### src/rtl/i2c_pkg.sv
// Shared definitions for the I2C register-bank target: FSM state encoding and bus level constants.
`default_nettype none

package i2c_pkg;

  typedef enum logic [2:0] {
    S_IDLE     = 3'd0,
    S_ADDR     = 3'd1,
    S_ADDR_ACK = 3'd2,
    S_WR_PTR   = 3'd3,
    S_WR_DATA  = 3'd4,
    S_RD_BYTE  = 3'd5,
    S_RD_ACK   = 3'd6,
    S_IGNORE   = 3'd7
  } state_t;

  localparam logic ACK_LVL  = 1'b0;
  localparam logic NACK_LVL = 1'b1;
  localparam int   RW_BIT   = 0;

endpackage

`default_nettype wire

### src/rtl/i2c_bus_sync.sv
// Synchronizes SCL/SDA into the clk domain and flags SCL edges plus START/STOP conditions.
`default_nettype none

module i2c_bus_sync #(
  parameter int SYNC_STAGES = 2
) (
  input  logic clk,
  input  logic rst_n,
  input  logic scl_i,
  input  logic sda_i,
  output logic sda,
  output logic scl_rise,
  output logic scl_fall,
  output logic start_det,
  output logic stop_det
);

  logic [SYNC_STAGES-1:0] scl_sr;
  logic [SYNC_STAGES-1:0] sda_sr;
  logic                   scl_h;
  logic                   sda_h;
  logic                   scl_s;

  // Idle bus level is high, so reset the chain high to avoid phantom edges.
  always_ff @(posedge clk) begin
    if (!rst_n) begin
      scl_sr <= '1;
      sda_sr <= '1;
      scl_h  <= 1'b1;
      sda_h  <= 1'b1;
    end else begin
      scl_sr <= {scl_sr[SYNC_STAGES-2:0], scl_i};
      sda_sr <= {sda_sr[SYNC_STAGES-2:0], sda_i};
      scl_h  <= scl_sr[SYNC_STAGES-1];
      sda_h  <= sda_sr[SYNC_STAGES-1];
    end
  end

  assign scl_s     = scl_sr[SYNC_STAGES-1];
  assign sda       = sda_sr[SYNC_STAGES-1];
  assign scl_rise  = scl_s & ~scl_h;
  assign scl_fall  = ~scl_s & scl_h;
  assign start_det = scl_s & scl_h & sda_h & ~sda;
  assign stop_det  = scl_s & scl_h & ~sda_h & sda;

endmodule

`default_nettype wire

### src/rtl/i2c_target_regs.sv
// I2C target with a pointer-addressed register bank; host-side preload port, open-drain SDA via sda_oe.
`default_nettype none

module i2c_target_regs
  import i2c_pkg::*;
#(
  parameter logic [6:0] TARGET_ADDR = 7'h44,
  parameter int         NREGS       = 8,
  parameter int         SYNC_STAGES = 2,
  localparam int        PW          = $clog2(NREGS)
) (
  input  logic          clk,
  input  logic          rst_n,
  input  logic          scl_i,
  input  logic          sda_i,
  output logic          sda_oe,
  input  logic          host_wr_en,
  input  logic [PW-1:0] host_wr_addr,
  input  logic [7:0]    host_wr_data,
  output logic          busy,
  output logic          wr_strobe,
  output logic [PW-1:0] wr_addr,
  output logic [7:0]    wr_data,
  output logic          stop_seen
);

  logic sda_s, scl_rise, scl_fall, start_det, stop_det;

  i2c_bus_sync #(.SYNC_STAGES(SYNC_STAGES)) u_sync (
    .clk       (clk),
    .rst_n     (rst_n),
    .scl_i     (scl_i),
    .sda_i     (sda_i),
    .sda       (sda_s),
    .scl_rise  (scl_rise),
    .scl_fall  (scl_fall),
    .start_det (start_det),
    .stop_det  (stop_det)
  );

  state_t        state, state_n;
  logic [3:0]    cnt, cnt_n;
  logic          ack_ph, ack_n;
  logic [7:0]    shreg, shreg_n;
  logic [7:0]    tx, tx_n;
  logic [PW-1:0] ptr, ptr_n;
  logic [7:0]    rx_byte;
  logic          i2c_we;
  logic          drive;
  logic          fall_d;
  logic [7:0]    bank [NREGS];

  always_comb begin
    state_n = state;
    cnt_n   = cnt;
    ack_n   = ack_ph;
    shreg_n = shreg;
    tx_n    = tx;
    ptr_n   = ptr;
    i2c_we  = 1'b0;
    rx_byte = {shreg[6:0], sda_s};

    if (stop_det) begin
      state_n = S_IDLE;
      ack_n   = 1'b0;
    end else if (start_det) begin
      state_n = S_ADDR;
      cnt_n   = 4'd0;
      ack_n   = 1'b0;
    end else begin
      case (state)
        S_ADDR: begin
          if (scl_rise && cnt < 4'd8) begin
            shreg_n = rx_byte;
            cnt_n   = cnt + 4'd1;
          end else if (scl_fall && cnt == 4'd8) begin
            state_n = (shreg[7:1] == TARGET_ADDR) ? S_ADDR_ACK : S_IGNORE;
          end
        end
        S_ADDR_ACK: begin
          if (scl_fall) begin
            cnt_n = 4'd0;
            if (shreg[RW_BIT]) begin
              state_n = S_RD_BYTE;
              tx_n    = bank[ptr];
            end else begin
              state_n = S_WR_PTR;
            end
          end
        end
        S_WR_PTR, S_WR_DATA: begin
          // ack_ph marks the 9th clock, where the target holds SDA low and nothing is shifted.
          if (scl_rise && !ack_ph && cnt < 4'd8) begin
            shreg_n = rx_byte;
            cnt_n   = cnt + 4'd1;
            if (state == S_WR_DATA && cnt == 4'd7) i2c_we = 1'b1;
          end else if (scl_fall) begin
            if (ack_ph) begin
              ack_n   = 1'b0;
              cnt_n   = 4'd0;
              state_n = S_WR_DATA;
            end else if (cnt == 4'd8) begin
              ack_n = 1'b1;
              ptr_n = (state == S_WR_PTR) ? shreg[PW-1:0] : ptr + PW'(1);
            end
          end
        end
        S_RD_BYTE: begin
          if (scl_rise && cnt < 4'd8) begin
            cnt_n = cnt + 4'd1;
          end else if (scl_fall) begin
            if (cnt == 4'd8) state_n = S_RD_ACK;
            else             tx_n    = {tx[6:0], 1'b0};
          end
        end
        S_RD_ACK: begin
          if (scl_rise) begin
            if (sda_s == NACK_LVL) state_n = S_IGNORE;
            else                   ptr_n   = ptr + PW'(1);
          end else if (scl_fall) begin
            state_n = S_RD_BYTE;
            cnt_n   = 4'd0;
            tx_n    = bank[ptr];
          end
        end
        default: ;
      endcase
    end

    drive = (state == S_ADDR_ACK)
          || (((state == S_WR_PTR) || (state == S_WR_DATA)) && ack_ph)
          || ((state == S_RD_BYTE) && !tx[7]);
  end

  always_ff @(posedge clk) begin
    if (!rst_n) begin
      state     <= S_IDLE;
      cnt       <= 4'd0;
      ack_ph    <= 1'b0;
      shreg     <= 8'h00;
      tx        <= 8'h00;
      ptr       <= '0;
      fall_d    <= 1'b0;
      sda_oe    <= 1'b0;
      stop_seen <= 1'b0;
      wr_strobe <= 1'b0;
      wr_addr   <= '0;
      wr_data   <= 8'h00;
    end else begin
      state     <= state_n;
      cnt       <= cnt_n;
      ack_ph    <= ack_n;
      shreg     <= shreg_n;
      tx        <= tx_n;
      ptr       <= ptr_n;
      fall_d    <= scl_fall;
      stop_seen <= stop_det;
      wr_strobe <= i2c_we;
      if (i2c_we) begin
        wr_addr <= ptr;
        wr_data <= rx_byte;
      end
      // SDA changes only one clk after the synchronized SCL fall, giving hold margin.
      if (stop_det)    sda_oe <= 1'b0;
      else if (fall_d) sda_oe <= drive;
    end
  end

  // I2C commit is sequenced after the host write so it wins on an index collision.
  always_ff @(posedge clk) begin
    if (!rst_n) begin
      for (int i = 0; i < NREGS; i++) bank[i] <= 8'h00;
    end else begin
      if (host_wr_en) bank[host_wr_addr] <= host_wr_data;
      if (wr_strobe)  bank[wr_addr]      <= wr_data;
    end
  end

  assign busy = (state == S_ADDR_ACK) || (state == S_WR_PTR) || (state == S_WR_DATA)
             || (state == S_RD_BYTE)  || (state == S_RD_ACK);

endmodule

`default_nettype wire

### config.mk
export PLATFORM = sky130hd
export DESIGN_NAME = i2c_target_regs
export DESIGN_NICKNAME = d
export VERILOG_FILES = /design/src/rtl/i2c_pkg.sv /design/src/rtl/i2c_bus_sync.sv /design/src/rtl/i2c_target_regs.sv
export SDC_FILE = /design/constraint.sdc
export NUM_CORES = 1
export LEC_CHECK = 0
export CAP_MARGIN = 20
export CORE_MARGIN = 2
export CORE_UTILIZATION = 30
export CTS_BUF_LIST = sky130_fd_sc_hd__clkbuf_4 sky130_fd_sc_hd__clkbuf_8
export DETAILED_ROUTE_END_ITERATION = 8
export PLACE_DENSITY = 0.48
export SLEW_MARGIN = 15
export SYNTH_ARGS = -nofsm -noshare
export SYNTH_HDL_FRONTEND = slang
export SYNTH_SLANG_ARGS = --single-unit
### constraint.sdc
create_clock -name clk -period 1.96 [get_ports clk]
set_input_delay 0.392 -clock clk [delete_from_list [all_inputs] [get_ports clk]]
set_output_delay 0.392 -clock clk [all_outputs]
set_load 0.03 [all_outputs]
==> results of run 1 <==
-- final timing paths --
check / startpoint / endpoint / slack (ps) / cells after the start
max: u_sync.scl_h$_SDFF_PN1_ / cnt[2]$_SDFFE_PN0P_ / 30 / 7
min: u_sync.sda_sr[0]$_SDFF_PN1_ / u_sync.sda_sr[1]$_SDFF_PN1_ / 410 / 1
max reg2reg: u_sync.scl_h$_SDFF_PN1_ / cnt[2]$_SDFFE_PN0P_ / 30 / 7
min reg2reg: u_sync.sda_sr[0]$_SDFF_PN1_ / u_sync.sda_sr[1]$_SDFF_PN1_ / 410 / 1
-- metrics by stage --
step	instance area (sq um)	hold WS, ps	TNS (ps)	instances
after floorplan	5700	386	0	490
after global placement	6750	389	-18420	782
after detailed placement	6750	397	-19110	782
after CTS	7200	413	0	816
after global routing	7260	431	-167	819
final	7260	409	0	819
-- logic make-up after synthesis --
family / after synthesis / synth area share (%)
fa+ha+maj: 6 / 1.32
mux: 44 / 11.2
simple gates: 156 / 14.8
buf+inv: 48 / 3.78
compound gates: 121 / 17.2
flops: 115 / 51.7
-- flip-flops by register name (all words and copies together) (netlist names), named ones only --
| name | count |
|---|---|
| wr_data | 8 |
| wr_addr | 3 |
| u_sync.sda_h | 1 |
| sda_oe | 1 |
| ptr | 3 |
| u_sync.scl_sr | 2 |
| cnt | 4 |
| fall_d | 1 |
| bank | 64 |
| u_sync.sda_sr | 2 |
| state | 3 |
| shreg | 8 |
| u_sync.scl_h | 1 |
| stop_seen | 1 |
| ack_ph | 1 |
| wr_strobe | 1 |
| tx | 8 |
-- layout make-up --
type | instances | area (sq um) | share of cell area, %
inverter | 9 | 33.8 | 0.466
clock buffer | 21 | 277 | 3.81
clock inverter | 11 | 135 | 1.86
sequential | 115 | 2950 | 40.6
multi-input combinational | 327 | 2590 | 35.7
timing repair buffer | 102 | 980 | 13.5
tap | 234 | 293 | 4.03
-- power by group --
part           switching (mW)  total, mW  internal (mW)
Clock                   0.965       2.31           1.34
Combinational           0.599       1.13          0.533
Sequential             0.0749       2.75           2.67
-- repair_timing --
action	in CTS	in global routing
hold endpoints to repair	0	0
gates cloned	0	0
setup buffers	2	3
pin swaps	1	7
setup endpoints to repair	14	14
resized for setup	14	10
-- worst max-delay path, stage by stage, from the launching register on --
cell,delay (ps)
dfxtp_2,340
buf_4,130
ha_1,240
nand3b_1,130
o31ai_1,80
a221o_1,310
or4b_1,470
a21oi_1,150
-- placed cells by master (no fill, tap or decap), types with 5 or more instances in the layout --
cell / n
a22o_1: 65
edfxtp_1: 64
buf_4: 60
nor2_1: 46
dfxtp_1: 46
nand2_1: 35
mux2i_1: 28
clkdlybuf4s50_1: 26
clkbuf_8: 19
mux4_2: 16
a21oi_1: 15
nand3b_1: 12
buf_12: 11
nand2b_1: 9
o21ai_0: 9
inv_1: 8
nor2b_1: 7
o2bb2ai_1: 7
clkinv_2: 6
nand3_1: 5
and2_1: 5
dfxtp_2: 5
-- metal layers --
layer | wire length (um) | GRT usage [%] | up-vias
li1 | - | - | 2034
met1 | 7310 | 21.8 | 2118
met2 | 7700 | 26.5 | 113
met3 | 660 | 3.00 | 17
met4 | 240 | 6.42 | 0
met5 | 0 | 0 | -
-- synthesized netlist by cell type, drive strengths merged, types with 3 or more instances --
master | instances | share of area (%)
nor3b | 4 | 0.62
buf | 23 | 2.1
nor4b | 3 | 0.46
inv | 9 | 0.59
nand2b | 9 | 0.99
nand2 | 35 | 2.3
nor2 | 46 | 3.0
nor2b | 7 | 0.77
a22o | 65 | 10
dfxtp | 51 | 18
nand3b | 13 | 1.8
nand3 | 6 | 0.62
mux2i | 28 | 4.9
and2 | 5 | 0.55
ha | 6 | 1.3
nor3 | 6 | 0.70
mux4 | 16 | 6.3
edfxtp | 64 | 34
a21oi | 16 | 1.4
clkbuf | 16 | 1.1
and3 | 3 | 0.33
and3b | 4 | 0.62
o21ai | 10 | 0.94
o211ai | 3 | 0.40
o2bb2ai | 7 | 1.1
==> implementation parameters, run 1 <==
Parameter                              Value

Placement
  HPWL reported at the end of detailed placement    11.1 mm
  Final Wtd Congestion    0.798
  Port Buffers    30
  Post-place setup slack    -196 ps

Timing
  Post-route worst setup slack    33.7 ps
  RSZ-0062 raised after global routing    yes
  Final setup fails    0
  Total count of hold-check failures in the final report    0
  Pin slew with the least headroom to its limit    500 ps
  Tightest slew margin relative to the limit    66.6%
  Crit path time final    1930 ps
  Final Slew Violations    0
  Period utilisation layout    98.3%
  Highest attainable clock frequency    519 MHz
  Largest clock skew in the final design    13.6 ps

Floorplan
  Starting Density    30.6%
  Placeable core region    0.0186 sq mm
  Io pins    31
  Die span in y    142 um
  Row cnt    50
  DIE AREA    0.0201 sq mm
  Die X-Extent    142 um

Flow run
  Reported max-cap violation count    0

Finish
  Number of nets at the end of the flow    594
  Core Util, Final    38.9%
  Fraction of layout cells with a size suffix above 1    24.8%
  # diodes    0
  Fill cell total of the finished layout    1816
  Area Overhead vs Synth    27.4%

Synth
  Post-synth ARST share    0%
  Number of different library cells in the post-synthesis netlist    61
  Summed instance area of the synthesized netlist    0.00570 sq mm
  Average footprint of a synthesized cell    11.6 sq um
  Post-Syn Instances    490
  Portion of the post-synthesis area used by sequential elements    51.7%
  Number of storage elements in the synthesis netlist    115
  Number of enable flip-flop cells after synthesis    64
  Number of nets produced by synthesis    512
  Count of yosys warnings during synthesis    0
  Dominant register cell in the synthesized netlist    edfxtp_1

Clocking
  Clock edge transition at the registers on the reported setup and hold paths    70 ps
  Clk sinks    115
  Maximum count of clock buffers along a single path    2
  Number of clock buffers inserted by TritonCTS    17
  Cell at the root of the clock tree    clkbuf_8
  Number of buffers added to fix hold violations after cts    0
  TritonCTS clock tree    done
  CTS H-tree depth    4
  Clock latency of the later-clocked register in the worst-skew pair    430 ps

GRT
  Number of global-route vias before repair    4325
  Number of antenna violations at the first check in global routing    0
  Total congestion overflow after global routing    0
  Overall track demand over capacity in global routing    16.4%
  Wire length of the first global-routing pass    24.6 mm
  Pin count of the biggest net entering global routing    19

Run status
  Outcome    finished clean

Route
  Residual DRC    0
  Post-DRT Antenna Nets    0
  WL/cell    19.4 um
  Vias per Instance    5.23
  Number of iterations in the first detailed-routing pass    7
  Routed wire length    15.9 mm
  Number of DRC markers in iteration 0    247
  Number of vias after detailed routing    4282

Critical path
  Req. time, crit path    2320 ps
  Worst EP arrival    2290 ps
  Setup CP Type    flop to flop
  Critical Path Source Type    flop
  Maximum net fanout on the critical path    4
  Kind of end point of the critical path    flop

Power
  Maximum vdd ir drop    0.401 mV
  Leakage power summed over all cells    2.73 nW
  Total power    6.19 mW
  Power density cells    852 mW/mm^2

Worst hold path
  Hold Path Class    flop to flop
(Power assumes the default switching activity.)
==> inputs of run 2 (changes only) <==
Settings changed: ABC_AREA set to 1.
==> run 2 against run 1 <==
Compared with the run above: worst setup slack improved by 18 ps; first-iteration DRC count grew 130%; critical path depth decreased by 6; clock power decreased by 6%; via count increased by 26%; synthesized cell count grew 45%; global-route usage grew 2.3 points; synthesized area increased by 2.3%; worst hold slack improved by 5.8 ps; critical path type is now flop to output pin; routed wire length increased by 15%; final cell count increased by 30%; cell area is essentially flat; largest power group unchanged.
==> implementation parameters, run 2 <==
Parameter                              Value

Finish
  Fraction of layout cells with a size suffix above 1    15.9% (was 24.8%)
  Count of non-filler cells in the finished layout    1065 (was 819)
  Most common library cell in the layout ignoring fill and taps    nand2_1 (was a22o_1)
  # diodes    0 (unchanged)
  Flip-flop count of the largest register, all copies and words added    64 (unchanged)
  Largest reg by FF count    bank (unchanged)
  Number of nets at the end of the flow    814 (was 594)
  Fill cell total of the finished layout    1997 (was 1816)
  Highest-count cells in the layout ignoring fill and taps    170 x nand2_1, 82 x nand3_1, 64 x edfxtp_1, 63 x nor2_1, 52 x inv_1 (was 65 x a22o_1, 64 x edfxtp_1, 60 x buf_4, 46 x nor2_1, 46 x dfxtp_1)
  Area Overhead vs Synth    24.4% (was 27.4%)

Synth
  Number of enable flip-flop cells after synthesis    64 (unchanged)
  Dominant register cell in the synthesized netlist    edfxtp_1 (unchanged)
  Synth cell count leaders    170 x nand2_1, 82 x nand3_1, 65 x nor2_1 (was 65 x a22o_1, 64 x edfxtp_1, 51 x dfxtp_1)
  Summed instance area of the synthesized netlist    0.00583 sq mm (was 0.00570 sq mm)
  Post-Syn Instances    710 (was 490)
  Number of nets produced by synthesis    732 (was 512)
  Most frequently used cell type in the post-synthesis netlist    nand2_1 (was a22o_1)
  Count of yosys warnings during synthesis    0 (unchanged)
  Portion of the post-synthesis area used by sequential elements    50.5% (was 51.7%)
  Number of storage elements in the synthesis netlist    115 (unchanged)
  Area fraction of the dominant cell type after synthesis    33.0% (was 33.7%)
  Number of different library cells in the post-synthesis netlist    36 (was 61)
  Post-synth ARST share    0% (unchanged)
  Average footprint of a synthesized cell    8.21 sq um (was 11.6 sq um)
  Post-synth top area cell    edfxtp_1 (unchanged)
  Leading post-synthesis cells by cell area    edfxtp_1 33%, dfxtp_1 18%, nand2_1 11% (was edfxtp_1 34%, dfxtp_1 18%, a22o_1 10%)

Worst hold path
  Worst min-delay path startpoint    u_sync.sda_sr[0]$_SDFF_PN1_ (unchanged)
  Destination of the worst hold path    u_sync.sda_sr[1]$_SDFF_PN1_ (unchanged)
  Min-Delay Path Depth    1 (unchanged)
  Hold Path Class    flop to flop (unchanged)

Route
  Number of DRC markers in iteration 0    558 (was 247)
  Number of vias after detailed routing    5383 (was 4282)
  WL/cell    17.2 um (was 19.4 um)
  Post-DRT Antenna Nets    0 (unchanged)
  Routed wire length    18.4 mm (was 15.9 mm)
  Vias per Instance    5.05 (was 5.23)
  Number of iterations in the first detailed-routing pass    5 (was 7)
  Residual DRC    0 (unchanged)

Clocking
  CTS H-tree depth    4 (unchanged)
  Clock edge transition at the registers on the reported setup and hold paths    70 ps (about the same)
  Setup fix buffers added after clock tree synthesis    0 (was 2)
  TritonCTS clock tree    done (unchanged)
  Clock latency of the later-clocked register in the worst-skew pair    450 ps (was 430 ps)
  Number of clock buffers inserted by TritonCTS    17 (unchanged)
  Clk sinks    115 (unchanged)
  Maximum count of clock buffers along a single path    2 (unchanged)
  Cell at the root of the clock tree    clkbuf_8 (unchanged)

Timing
  Final setup fails    0 (unchanged)
  Tightest slew margin relative to the limit    66.7% (was 66.6%)
  Highest attainable clock frequency    524 MHz (was 519 MHz)
  Largest clock skew in the final design    11.5 ps (was 13.6 ps)
  TNS Setup    0 ps (unchanged)
  Total count of hold-check failures in the final report    0 (unchanged)
  Crit path time final    1910 ps (was 1930 ps)
  Final Slew Violations    0 (unchanged)
  Min Hold Slack    415 ps (was 409 ps)
  Period utilisation layout    97.4% (was 98.3%)
  Pin slew with the least headroom to its limit    500 ps (about the same)

Placement
  HPWL reported at the end of detailed placement    13.6 mm (was 11.1 mm)
  Port Buffers    30 (unchanged)
  Final Wtd Congestion    0.963 (was 0.798)
  Cell count after placement    1034 (was 782)

GRT
  Overall track demand over capacity in global routing    18.7% (was 16.4%)
  Number of global-route vias before repair    5362 (was 4325)
  Number of antenna violations at the first check in global routing    0 (unchanged)
  Pin count of the biggest net entering global routing    33 (was 19)
  Wire length of the first global-routing pass    28.9 mm (was 24.6 mm)
  Total congestion overflow after global routing    0 (unchanged)

Floorplan
  Io pins    31 (unchanged)
  Placeable core region    0.0189 sq mm (was 0.0186 sq mm)
  DIE AREA    0.0206 sq mm (was 0.0201 sq mm)
  Die X-Extent    143 um (was 142 um)
  Starting Density    30.8% (was 30.6%)
  Die span in y    143 um (was 142 um)
  Row cnt    50 (unchanged)

Power
  Power density cells    1060 mW/mm^2 (was 852 mW/mm^2)
  Total power    7.72 mW (was 6.19 mW)
  Maximum vdd ir drop    0.579 mV (was 0.401 mV)
  Leakage power summed over all cells    2.87 nW (was 2.73 nW)

Critical path
  Critical register-to-register path startpoint    u_sync.scl_h$_SDFF_PN1_ (unchanged)
  Critical path's slowest cell    clkdlybuf4s50_1 (was or4b_1)
  Critical Path Source Type    flop (unchanged)
  Critical path cell sequence    clkdlybuf4s50_1 (was buf_4 -> ha_1 -> nand3b_1 -> o31ai_1 -> a221o_1 -> or4b_1 -> a21oi_1)
  Setup CP Type    flop to output pin (was flop to flop)
  R2r endpoint    shreg[3]$_SDFFE_PN0P_ (was cnt[2]$_SDFFE_PN0P_)
  Maximum net fanout on the critical path    3 (was 4)
  Kind of end point of the critical path    output pin (was flop)
  Worst EP arrival    1520 ps (was 2290 ps)
  Slack of the worst reg-to-reg path    140 ps (was 30 ps)
  Worst Path Buf+Inv    1 (unchanged)
  Largest delay share family, worst path    buffers and inverters (was simple AND/OR/NAND/NOR gates)
  Number of stages on the worst setup path    1 (was 7)
  Req. time, crit path    1570 ps (was 2320 ps)
  Crit-path max cell delay    690 ps (was 470 ps)
  Number of cell instances on the worst register-to-register path    7 (unchanged)

Run status
  Outcome    finished clean (unchanged)

Flow run
  Reported max-cap violation count    0 (unchanged)
run 2: layout make-up:
class | instances | area, sq um | share of cell area (%)
Sequential cell | 115 | 2950 | 40.7
Multi-Input combinational cell | 503 | 2530 | 35.0
Timing Repair Buffer | 87 | 797 | 11.0
Clock buffer | 18 | 248 | 3.42
Inverter | 68 | 259 | 3.57
Clock inverter | 14 | 139 | 1.92
Tap cell | 260 | 325 | 4.49
run 2: through the flow:
step	instance area [sq um]	setup WS, ps	util [%]
2_1_floorplan	5830	215	-
6_report	7250	51.3	38.4
5_1_grt	7250	-22.9	38.4
4_1_cts	7220	-37.9	38.2
3_3_place_gp	6830	-251	36.2
3_5_place_dp	6830	-290	36.2
run 2: cell families after synthesis:
| logic type | synth area share [%] |
|---|---|
| compound gates | 14.1 |
| xor+xnor | 0.150 |
| fa+ha+maj | 1.29 |
| simple gates | 27.3 |
| flops | 50.5 |
| mux | 0.172 |
| buf+inv | 6.48 |
run 2: how the worst max path moves through the flow:
| stage | slack (ps) | from | endpoint |
|---|---|---|---|
| 4_1_cts | -40 | state[0]$_SDFFE_PP0P_ | busy |
| 3_5_place_dp | -290 | rst_n | bank[5][1]$_DFFE_PP_ |
| 6_report | 50 | wr_addr[0]$_SDFFE_PN0P_ | wr_addr[0] |
| 3_3_place_gp | -250 | rst_n | bank[5][3]$_DFFE_PP_ |
| 5_1_grt | -20 | u_sync.scl_h$_SDFF_PN1_ | shreg[2]$_SDFFE_PN0P_ |
| 2_1_floorplan | 210 | rst_n | bank[4][0]$_DFFE_PP_ |
run 2: per-layer routing:
metal,share of wire (%),GRT usage (%),wire (um)
met1,46,25.6,8540
met2,46,29.1,8400
met3,5.5,3.70,1010
met4,2.3,7.22,419
met5,0,0,0
run 2: timing repair:
| item | CTS | global route |
|---|---|---|
| setup endpoints to repair | 3 | 9 |
| pin swaps | 0 | 1 |
| resized for setup | 11 | 10 |
| hold buffers | 0 | 0 |
run 2: power breakdown:
| part | total [mW] | switching (mW) | internal, mW |
|---|---|---|---|
| sequential | 3.07 | 0.220 | 2.85 |
| combinational | 2.48 | 1.61 | 0.872 |
| clock | 2.16 | 1.02 | 1.15 |
==> inputs of run 3 (changes only) <==
Settings changed: CORE_ASPECT_RATIO set to 1.4.
==> run 3 against run 2 <==
Compared with the run above: first-iteration DRC count decreased by 13%; critical path depth up 5; power grew 5.7%; maximum frequency is 0.31% higher; die area barely moved; via count up 0.78%; core utilization decreased by 0.27 points; critical endpoint is now busy.
==> implementation parameters, run 3 (synthesis results as in run 2) <==
Parameter                              Value

Run status
  Outcome    finished clean (unchanged)

Critical path
  Kind of end point of the critical path    output pin (unchanged)
  Critical register-to-register path startpoint    u_sync.scl_sr[1]$_SDFF_PN1_ (was u_sync.scl_h$_SDFF_PN1_)
  Slack of the worst reg-to-reg path    170 ps (was 140 ps)
  Endpoint of the worst setup timing path    busy (was wr_addr[0])
  Maximum net fanout on the critical path    4 (was 3)
  Req. time, crit path    1570 ps (about the same)
  Number of cell instances on the worst register-to-register path    9 (was 7)
  Critical Path Source Type    flop (unchanged)
  R2r endpoint    wr_data[6]$_SDFFE_PN0P_ (was shreg[3]$_SDFFE_PN0P_)
  Worst EP arrival    1510 ps (was 1520 ps)
  Timing startpoint of the critical path    state[0]$_SDFFE_PP0P_ (was wr_addr[0]$_SDFFE_PN0P_)
  Setup CP Type    flop to output pin (unchanged)

Clocking
  Maximum count of clock buffers along a single path    2 (unchanged)
  Number of clock buffers inserted by TritonCTS    17 (unchanged)
  Cell at the root of the clock tree    clkbuf_8 (unchanged)
  Clk sinks    115 (unchanged)
  Number of buffers added to fix hold violations after cts    0 (unchanged)
  Clock edge transition at the registers on the reported setup and hold paths    70 ps (about the same)
  CTS H-tree depth    4 (unchanged)
  Clock latency of the later-clocked register in the worst-skew pair    450 ps (about the same)
  TritonCTS clock tree    done (unchanged)

Timing
  Largest clock skew in the final design    9.58 ps (was 11.5 ps)
  Post-route worst setup slack    57.2 ps (was 51.3 ps)
  Period utilisation layout    97.1% (was 97.4%)
  Final Slew Violations    0 (unchanged)
  Pin slew with the least headroom to its limit    572 ps (was 500 ps)
  Total count of hold-check failures in the final report    0 (unchanged)
  Highest attainable clock frequency    526 MHz (was 524 MHz)
  Crit path time final    1900 ps (was 1910 ps)
  Tightest slew margin relative to the limit    61.6% (was 66.7%)
  Final setup fails    0 (unchanged)

GRT
  Overall track demand over capacity in global routing    19.7% (was 18.7%)
  Number of global-route vias before repair    5423 (was 5362)
  Pin count of the biggest net entering global routing    24 (was 33)
  Total congestion overflow after global routing    0 (unchanged)
  Wire length of the first global-routing pass    29.8 mm (was 28.9 mm)
  Number of antenna violations at the first check in global routing    0 (unchanged)

Route
  WL/cell    18.6 um (was 17.2 um)
  Residual DRC    0 (unchanged)
  Vias per Instance    5.14 (was 5.05)
  Number of DRC markers in iteration 0    487 (was 558)
  Number of vias after detailed routing    5425 (was 5383)
  Post-DRT Antenna Nets    0 (unchanged)
  Number of iterations in the first detailed-routing pass    5 (unchanged)
  Routed wire length    19.6 mm (was 18.4 mm)

Power
  Maximum vdd ir drop    0.596 mV (was 0.579 mV)
  Power density cells    1120 mW/mm^2 (was 1060 mW/mm^2)
  Leakage power summed over all cells    2.94 nW (was 2.87 nW)

Floorplan
  Starting Density    30.4% (was 30.8%)
  DIE AREA    0.0206 sq mm (about the same)
  Io pins    31 (unchanged)
  Placeable core region    0.0191 sq mm (was 0.0189 sq mm)
  Die span in y    169 um (was 143 um)
  Row cnt    60 (was 50)
  Die X-Extent    122 um (was 143 um)

Placement
  HPWL reported at the end of detailed placement    14.4 mm (was 13.6 mm)
  Final Wtd Congestion    0.945 (was 0.963)
  Post-place setup slack    -247 ps (was -290 ps)
  Port Buffers    30 (unchanged)

Flow run
  Reported max-cap violation count    0 (unchanged)

Finish
  Flip-flop count of the largest register, all copies and words added    64 (unchanged)
  Number of nets at the end of the flow    817 (was 814)
  Fill cell total of the finished layout    1974 (was 1997)
  Highest-count cells in the layout ignoring fill and taps    170 x nand2_1, 82 x nand3_1, 64 x edfxtp_1, 63 x nor2_1, 56 x buf_4 (was 170 x nand2_1, 82 x nand3_1, 64 x edfxtp_1, 63 x nor2_1, 52 x inv_1)
  Most common library cell in the layout ignoring fill and taps    nand2_1 (unchanged)
  Largest reg by FF count    bank (unchanged)
  Area Overhead vs Synth    25.2% (was 24.4%)
  Fraction of layout cells with a size suffix above 1    16.5% (was 15.9%)
  Core Util, Final    38.1% (was 38.4%)
  # diodes    0 (unchanged)

Worst hold path
  Hold Path Class    flop to flop (unchanged)
  Min-Delay Path Depth    1 (unchanged)
## run 3: worst min-delay path by stage
stage | startpoint | to | slack [ps]
global placement | u_sync.sda_sr[0]$_SDFF_PN1_ | u_sync.sda_sr[1]$_SDFF_PN1_ | 400
CTS | u_sync.sda_sr[0]$_SDFF_PN1_ | u_sync.sda_sr[1]$_SDFF_PN1_ | 410
global route | u_sync.scl_sr[0]$_SDFF_PN1_ | u_sync.scl_sr[1]$_SDFF_PN1_ | 430
detailed placement | u_sync.sda_sr[0]$_SDFF_PN1_ | u_sync.sda_sr[1]$_SDFF_PN1_ | 400
finish | u_sync.sda_sr[0]$_SDFF_PN1_ | u_sync.sda_sr[1]$_SDFF_PN1_ | 410
floorplan | u_sync.scl_sr[0]$_SDFF_PN1_ | u_sync.scl_sr[1]$_SDFF_PN1_ | 390
## run 3: metal layers
metal | wire (um) | vias up | global-route usage, %
li1 | - | 2616 | -
met1 | 7190 | 2530 | 21.1
met2 | 10100 | 215 | 35.0
met3 | 1170 | 64 | 3.10
met4 | 1140 | 0 | 13.4
met5 | 0 | - | 0
## run 3: power breakdown
part | total (mW) | internal, mW | switching, mW
registers | 3.08 | 2.85 | 0.234
clock network | 2.53 | 1.53 | 1.00
logic | 2.54 | 0.880 | 1.66
total | 8.16 | 5.26 | 2.90
## run 3: metrics by stage
stage | area [sq um] | cells | hold WS (ps) | TNS [ps] | power, mW
3_3_place_gp | 6810 | 1023 | 397 | -15060 | 5.58
6_report | 7290 | 1056 | 413 | 0 | 8.16
4_1_cts | 7260 | 1055 | 414 | 0 | 8.15
5_1_grt | 7290 | 1056 | 426 | -13.9 | 8.61
2_1_floorplan | 5830 | 710 | 393 | 0 | 4.73
3_5_place_dp | 6810 | 1023 | 398 | -18060 | 5.62
## run 3: what timing repair did
item,4_1_cts,5_1_grt
pin swaps,0,2
setup endpoints to repair,3,8
gates resized for setup,9,10
setup buffers,0,1
## run 3: worst max-delay path: stages (launching register included)
cell and delay (ps):
dfxtp_2 340, buf_4 160, nand3_4 90, nand2_4 60
nor3_4 180, inv_1 60, buf_4 160
## run 3: layout make-up
| cell class | instances | area, sq um | area share (%) |
|---|---|---|---|
| clock buffer | 23 | 298 | 4.08 |
| clock inverter | 9 | 149 | 2.04 |
| inverter | 68 | 259 | 3.55 |
| multi-input combinational | 503 | 2530 | 34.7 |
| sequential | 115 | 2950 | 40.4 |
| tap | 248 | 310 | 4.25 |
| timing repair buffer | 90 | 802 | 11.0 |
